### src/rtl/cpu_fetch_pkg.sv
// Shared fetch-stage definitions: widths, reset vector, HALT opcode and the
// prefetch queue entry layout.
package cpu_fetch_pkg;

  localparam int AW = 16;
  localparam int DW = 16;
  localparam logic [AW-1:0] RESET_PC = 16'h0000;
  localparam logic [3:0] OPC_HALT = 4'hF;

  typedef struct packed {
    logic [DW-1:0] instr;
    logic [AW-1:0] pc_next;
  } fetch_entry_t;

endpackage

### src/rtl/fetch_queue.sv
// Circular FIFO of DEPTH entries (DEPTH a power of two). Flush is synchronous
// and wins over push/pop. Callers must not push when full or pop when empty.
module fetch_queue #(
  parameter int W     = 32,
  parameter int DEPTH = 2,
  localparam int PW   = $clog2(DEPTH)
) (
  input  logic          Clk,
  input  logic          flush_i,
  input  logic          push_i,
  input  logic [W-1:0]  push_data_i,
  input  logic          pop_i,
  output logic [PW:0]   count_o,
  output logic [W-1:0]  head_o
);

  logic [W-1:0]  mem_q [DEPTH];
  logic [PW-1:0] wr_ptr_q;
  logic [PW-1:0] rd_ptr_q;
  logic [PW:0]   count_q;

  // Pointer and occupancy bookkeeping; pointers wrap naturally at DEPTH.
  always_ff @(posedge Clk) begin
    if (flush_i) begin
      wr_ptr_q <= '0;
      rd_ptr_q <= '0;
      count_q  <= '0;
    end else begin
      if (push_i) wr_ptr_q <= wr_ptr_q + 1'b1;
      if (pop_i)  rd_ptr_q <= rd_ptr_q + 1'b1;
      case ({push_i, pop_i})
        2'b10:   count_q <= count_q + 1'b1;
        2'b01:   count_q <= count_q - 1'b1;
        default: count_q <= count_q;
      endcase
    end
  end

  // Entry storage carries no reset; validity is tracked by count_q alone.
  always_ff @(posedge Clk) begin
    if (push_i && !flush_i) mem_q[wr_ptr_q] <= push_data_i;
  end

  assign head_o  = mem_q[rd_ptr_q];
  assign count_o = count_q;

endmodule

### src/rtl/fetch_unit.sv
// Instruction fetch stage: owns the PC, issues reads to a 1-cycle-latency
// instruction memory, buffers returned words in a prefetch queue and hands
// {instr, pc+1} to decode under a valid/stall handshake.
// Optional build macro FETCH_HALT_DETECT_EN: stop fetching after a HALT opcode
// is received (halted output); when undefined, halted is always 0.
module fetch_unit #(
  parameter int            AW       = cpu_fetch_pkg::AW,
  parameter int            DW       = cpu_fetch_pkg::DW,
  parameter int            QDEPTH   = 2,
  parameter logic [AW-1:0] RESET_PC = cpu_fetch_pkg::RESET_PC
) (
  input  logic          Clk,
  input  logic          Rst,
  output logic          imem_req,
  output logic [AW-1:0] imem_addr,
  input  logic [DW-1:0] imem_rdata,
  output logic          id_valid,
  output logic [DW-1:0] id_instr,
  output logic [AW-1:0] id_pc_next,
  input  logic          id_stall,
  input  logic          redirect,
  input  logic [AW-1:0] redirect_pc,
  output logic          halted
);

  import cpu_fetch_pkg::*;

  localparam int CW = $clog2(QDEPTH) + 1;

  typedef struct packed {
    logic [DW-1:0] instr;
    logic [AW-1:0] pc_next;
  } entry_t;

  logic [AW-1:0] pc_q, pc_d;
  logic          epoch_q, epoch_d;
  logic          halted_q, halted_d;
  logic          inflight_q, inflight_d;
  logic          inflight_epoch_q, inflight_epoch_d;
  logic [AW-1:0] inflight_pc_next_q, inflight_pc_next_d;

  logic [CW-1:0] count;
  logic [CW:0]   occupancy;
  entry_t        head;
  entry_t        push_entry;
  logic          issue, push, pop, halt_push, q_flush;

  // A response only counts if it belongs to the current fetch stream; a
  // redirect or reset in the same cycle discards it along with the queue.
  assign push = Rst && !redirect && inflight_q && (inflight_epoch_q == epoch_q);
  assign pop  = Rst && !redirect && (count != '0) && !id_stall;

  // Slots already committed (queued + in flight), less the one leaving now.
  assign occupancy = {1'b0, count} + {{CW{1'b0}}, inflight_q} - {{CW{1'b0}}, pop};
  assign issue     = Rst && !redirect && !halted_q && (occupancy < (CW+1)'(QDEPTH));

`ifdef FETCH_HALT_DETECT_EN
  assign halt_push = push && (imem_rdata[DW-1 -: 4] == OPC_HALT);
`else
  assign halt_push = 1'b0;
`endif

  // Next-state for PC, epoch, halt and the in-flight read tag.
  always_comb begin
    pc_d               = pc_q;
    epoch_d            = epoch_q;
    halted_d           = halted_q;
    // A read issued while the HALT word lands is abandoned.
    inflight_d         = issue && !halt_push;
    inflight_epoch_d   = epoch_q;
    inflight_pc_next_d = pc_q + 1'b1;
    if (redirect) begin
      pc_d     = redirect_pc;
      epoch_d  = ~epoch_q;
      halted_d = 1'b0;
    end else begin
      if (issue)     pc_d     = pc_q + 1'b1;
      if (halt_push) halted_d = 1'b1;
    end
  end

  // Control state, reset synchronously when Rst is low.
  always_ff @(posedge Clk) begin
    if (!Rst) begin
      pc_q       <= RESET_PC;
      epoch_q    <= 1'b0;
      halted_q   <= 1'b0;
      inflight_q <= 1'b0;
    end else begin
      pc_q       <= pc_d;
      epoch_q    <= epoch_d;
      halted_q   <= halted_d;
      inflight_q <= inflight_d;
    end
  end

  // In-flight tag payload; only meaningful while inflight_q is set.
  always_ff @(posedge Clk) begin
    inflight_epoch_q   <= inflight_epoch_d;
    inflight_pc_next_q <= inflight_pc_next_d;
  end

  assign q_flush    = !Rst || redirect;
  assign push_entry = '{instr: imem_rdata, pc_next: inflight_pc_next_q};

  fetch_queue #(
    .W     ($bits(entry_t)),
    .DEPTH (QDEPTH)
  ) u_queue (
    .Clk         (Clk),
    .flush_i     (q_flush),
    .push_i      (push),
    .push_data_i (push_entry),
    .pop_i       (pop),
    .count_o     (count),
    .head_o      (head)
  );

  assign imem_req   = issue;
  assign imem_addr  = pc_q;
  assign id_valid   = Rst && (count != '0);
  assign id_instr   = id_valid ? head.instr   : '0;
  assign id_pc_next = id_valid ? head.pc_next : '0;
  assign halted     = halted_q;

endmodule

### config.mk
export PLATFORM = sky130hd
export DESIGN_NAME = fetch_unit
export DESIGN_NICKNAME = d
export VERILOG_FILES = /design/src/rtl/cpu_fetch_pkg.sv /design/src/rtl/fetch_queue.sv /design/src/rtl/fetch_unit.sv
export SDC_FILE = /design/constraint.sdc
export NUM_CORES = 1
export LEC_CHECK = 0
export ABC_AREA = 1
export CAP_MARGIN = 10
export CELL_PAD_IN_SITES_DETAIL_PLACEMENT = 0
export CELL_PAD_IN_SITES_GLOBAL_PLACEMENT = 1
export CORE_MARGIN = 4
export CORE_UTILIZATION = 40
export DETAILED_ROUTE_END_ITERATION = 12
export PLACE_DENSITY = 0.83
export SLEW_MARGIN = 0
export SYNTH_ARGS = -nofsm -noshare
export SYNTH_HDL_FRONTEND = slang
export SYNTH_SLANG_ARGS = --single-unit
export TNS_END_PERCENT = 10
### constraint.sdc
create_clock -name Clk -period 6 [get_ports Clk]
set_input_delay 0.6 -clock Clk [delete_from_list [all_inputs] [get_ports Clk]]
set_output_delay 0.6 -clock Clk [all_outputs]
set_load 0.01 [all_outputs]
==> flow_summary_export.csv <==
group,metric,value,unit
outcome,status,"complete, no violations",
clocking,htreeDepth,3,
finish,multi_input_area,0.001408,sq mm
global_route,grt_pass1_wl,14790,microns
detailed_routing,drc,0,
sta,drv_slew,0,
detailed_routing,routed_wl,9036,microns
global_route,antenna_found_initial,0,
synthesis,synth_seq_area_share,61.19,%
run,maxCapViolCount,0,
setup_path,critPathKind,"in2out",
synthesis,yosysMostFrequentCell,"nand2_1",
synthesis,synth_edf_count,64,
floorplanning,io_pins,87,
sta,min_period,4.282,ns
finish,drive_gt1_share,10.60,%
synthesis,syn-num-nets,467,
finish,synthToLayoutAreaGrowth,26.88,%
floorplanning,die_h,113.5,microns
sta,finClkSkew,0.01071,ns
detailed_routing,first_pass_iters,4,
power,power_leakage,2.305,nW
clocking,post_cts_buffers,0,
finish,fillCellCount,977,
clocking,insertion_delay,0.37,ns
power,power_switching,0.0003041,W
setup_path,cp-start-kind,"primary input",
sta,finalHoldViolCount,0,
floorplanning,die_w,113.5,microns
synthesis,netlist_area,0.004449,sq mm
clocking,cts-root-buf,"clkbuf_8",
synthesis,synth-compound-area-share,4.218,%
clocking,clockBufferDepth,2,
power,p_int,0.001032,W
setup_path,cp_max_fo,16,
synthesis,synth_xor_area_share,1.575,%
power,p_comb_share,7.6,%
detailed_routing,drtAntennaViolNets,0,
setup_path,cpMostUsedCell,"clkdlybuf4s50_1",
power,pwr-share-seq,59.7,%
clocking,cts_made_buffers,9,
global_route,grt_pass1_vias,3111,
floorplanning,floorplan.initialDensity,41.04,%
finish,insertedDiodeCount,0,
finish,final_nets,554,
power,power.density,236.7,mW/mm^2
global_route,grt-ovfl-total,0,
placed_design,hpwlAfterDp,6421,microns
setup_path,cp-end-kind,"primary output",
sta,period_share,71.37,%
power,irDropWorstVdd,0.09877,mV
setup_path,crit_required,5.40,ns
setup_path,arrival,3.68,ns
power,clkPwrFrac,32.7,%
floorplanning,dieArea,0.01287,sq mm
setup_path,path_cells,"clkdlybuf4s50_1, inv_2, nor3_1, ha_1, inv_1, nand2_1, fa_1, nand2_4, nor2_4, clkdlybuf4s50_1",
power,p_total,0.001336,W
synthesis,synthMuxAreaShare,8.324,%
power,power.share.switching,22.76,%
synthesis,synth_seq_cells,104,
sta,fmax,233.5,MHz
synthesis,synth_top_area_share,43.19,%
setup_path,cpMaxStageDelayCell,"clkdlybuf4s50_1",
global_route,grt_max_degree,34,
clocking,post_cts_resized,0,
synthesis,yosys_warnings,0,
synthesis,synth_area_per_cell,10.42,sq um
clocking,hold_buffers,0,
synthesis,async_reset_ff_share,0,%
sta,relSlewSlack,66.11,%
hold_path,min_path_type,"reg2reg",
setup_path,cp_top_family,"buffers and inverters",
detailed_routing,drt_iter0_markers,149,
sta,setup_violations,0,
synthesis,synth_top_family_by_area,"simple AND/OR/NAND/NOR gates",
sta,fin_setup_tns,0,ns
placed_design,port_buffers,85,
synthesis,synth.distinct_cells,34,
clocking,clock-sinks,104,
sta,rsz0062_at_grt,"false",
placed_design,routabilityCongestion,0.8190,
detailed_routing,avgRoutedWirePerCell,13.71,microns
detailed_routing,via_per_inst,4.692,
detailed_routing,vias,3092,
floorplanning,core-area,0.01084,sq mm
synthesis,synth_commonest_cells,"nand2_1, inv_1, edfxtp_1, dfxtp_1, nand3_1",
synthesis,synth_fa_ha_area_share,1.294,%
finish,regArea,0.002723,sq mm
setup_path,crit_buf_inv,4,
sta,tightest_slew,0.5069,ns
synthesis,synth_top_cell_by_area,"edfxtp_1",
global_route,track_usage,14.49,%
synthesis,synthSimpleGateAreaFrac,15.94,%
clocking,clk_pin_slew,0.10,ns
clocking,cts_tree,"built",
synthesis,synthTopCellsByArea,"edfxtp_1, dfxtp_1, nand2_1",
floorplanning,rows,38,
setup_path,slowest_delay,0.62,ns
synthesis,ys.flop_type,"edfxtp_1",
synthesis,postSynthCellCount,427,
==> sequential cells by signal (all words and copies together) (netlist names), named ones only <==
| name | count |
|---|---|
| u_queue.mem_q | 64 |
| imem_addr | 16 |
| inflight_pc_next_q | 16 |
| u_queue.count_o | 2 |
| epoch_q | 1 |
| inflight_epoch_q | 1 |
| inflight_q | 1 |
| u_queue.rd_ptr_q | 1 |
| u_queue.wr_ptr_q | 1 |
==> per-layer routing <==
layer	share of wire (%)	vias to the layer above	global-route usage [%]
met5	0	-	0
met2	47	92	23.40
met4	2.3	0	6.811
li1	-	1566	-
met1	46	1418	18.73
met3	5.0	16	2.918
==> final timing paths <==
path / from / endpoint / slack [ns] / cells after the start
worst max register to register: u_queue.count_o[1]$_SDFFE_PP0P_ / imem_addr[4]$_SDFFE_PN0P_ / 3.10 / 13
worst min register to register: epoch_q$_SDFFE_PN0P_ / inflight_epoch_q$_DFF_P_ / 0.40 / 0
worst max-delay path: Rst / imem_req / 1.72 / 10
worst min-delay path: epoch_q$_SDFFE_PN0P_ / inflight_epoch_q$_DFF_P_ / 0.40 / 0
==> power by group through the flow <==
| stage | logic [W] | registers, W | clock network (W) |
|---|---|---|---|
| after floorplan | 0.0000467 | 0.000812 | 0 |
| after global placement | 0.000101 | 0.000813 | 0 |
| after detailed placement | 0.000102 | 0.000814 | 0 |
| after CTS | 0.000103 | 0.000798 | 0.000448 |
| after global routing | 0.000113 | 0.000802 | 0.000485 |
| final | 0.000102 | 0.000798 | 0.000437 |
==> layout make-up <==
class	count	share of cell area [%]
timing repair buffer	90	15.74
tap	140	3.103
inverter	67	4.455
clock buffer	10	2.261
sequential	104	48.23
clock inverter	6	1.285
multi-input combinational	242	24.93
==> kinds of logic after synthesis <==
| group | count (synthesis) |
|---|---|
| AND/OR/NAND/NOR | 163 |
| flip-flops | 104 |
| XOR/XNOR | 8 |
| AO/OA/AOI/OAI | 33 |
| other | 1 |
| buffers and inverters | 81 |
| adder cells (fa/ha/maj) | 4 |
| multiplexers | 33 |
==> layout by cell type (no fill, tap or decap), types with 2 or more instances in the layout <==
master           Yosys  final
a21oi_1             16     15
a21oi_2              1      2
a22oi_1              2      2
and2_1               6      6
buf_4                1      5
clkbuf_8             0      9
clkdlybuf4s50_1      0     85
dfxtp_1             40     40
edfxtp_1            64     64
ha_1                 3      3
inv_1               66     66
inv_6                0      3
mux2_1               6      6
mux2_2              26     26
nand2_1             97     97
nand3_1             29     29
nand4_1              3      3
nor2_1              23     21
nor2_2               0      2
o21ai_0              8      8
o21bai_1             4      4
xnor2_1              7      7
==> stage by stage <==
stage / std cells / setup WS, ns / hold slack [ns] / instance area (sq um) / utilization, %
6_report: 659 / 1.718 / 0.3993 / 5645 / 52.08
5_1_grt: 659 / 1.541 / 0.4231 / 5645 / 52.08
4_1_cts: 659 / 1.701 / 0.3987 / 5645 / 52.08
3_5_place_dp: 643 / 1.710 / 0.3845 / 5445 / 50.23
3_3_place_gp: 643 / 1.812 / 0.3855 / 5445 / 50.23
2_1_floorplan: 427 / 2.953 / 0.3748 / 4449 / -
Note: power is estimated with default switching activity, not from simulation.
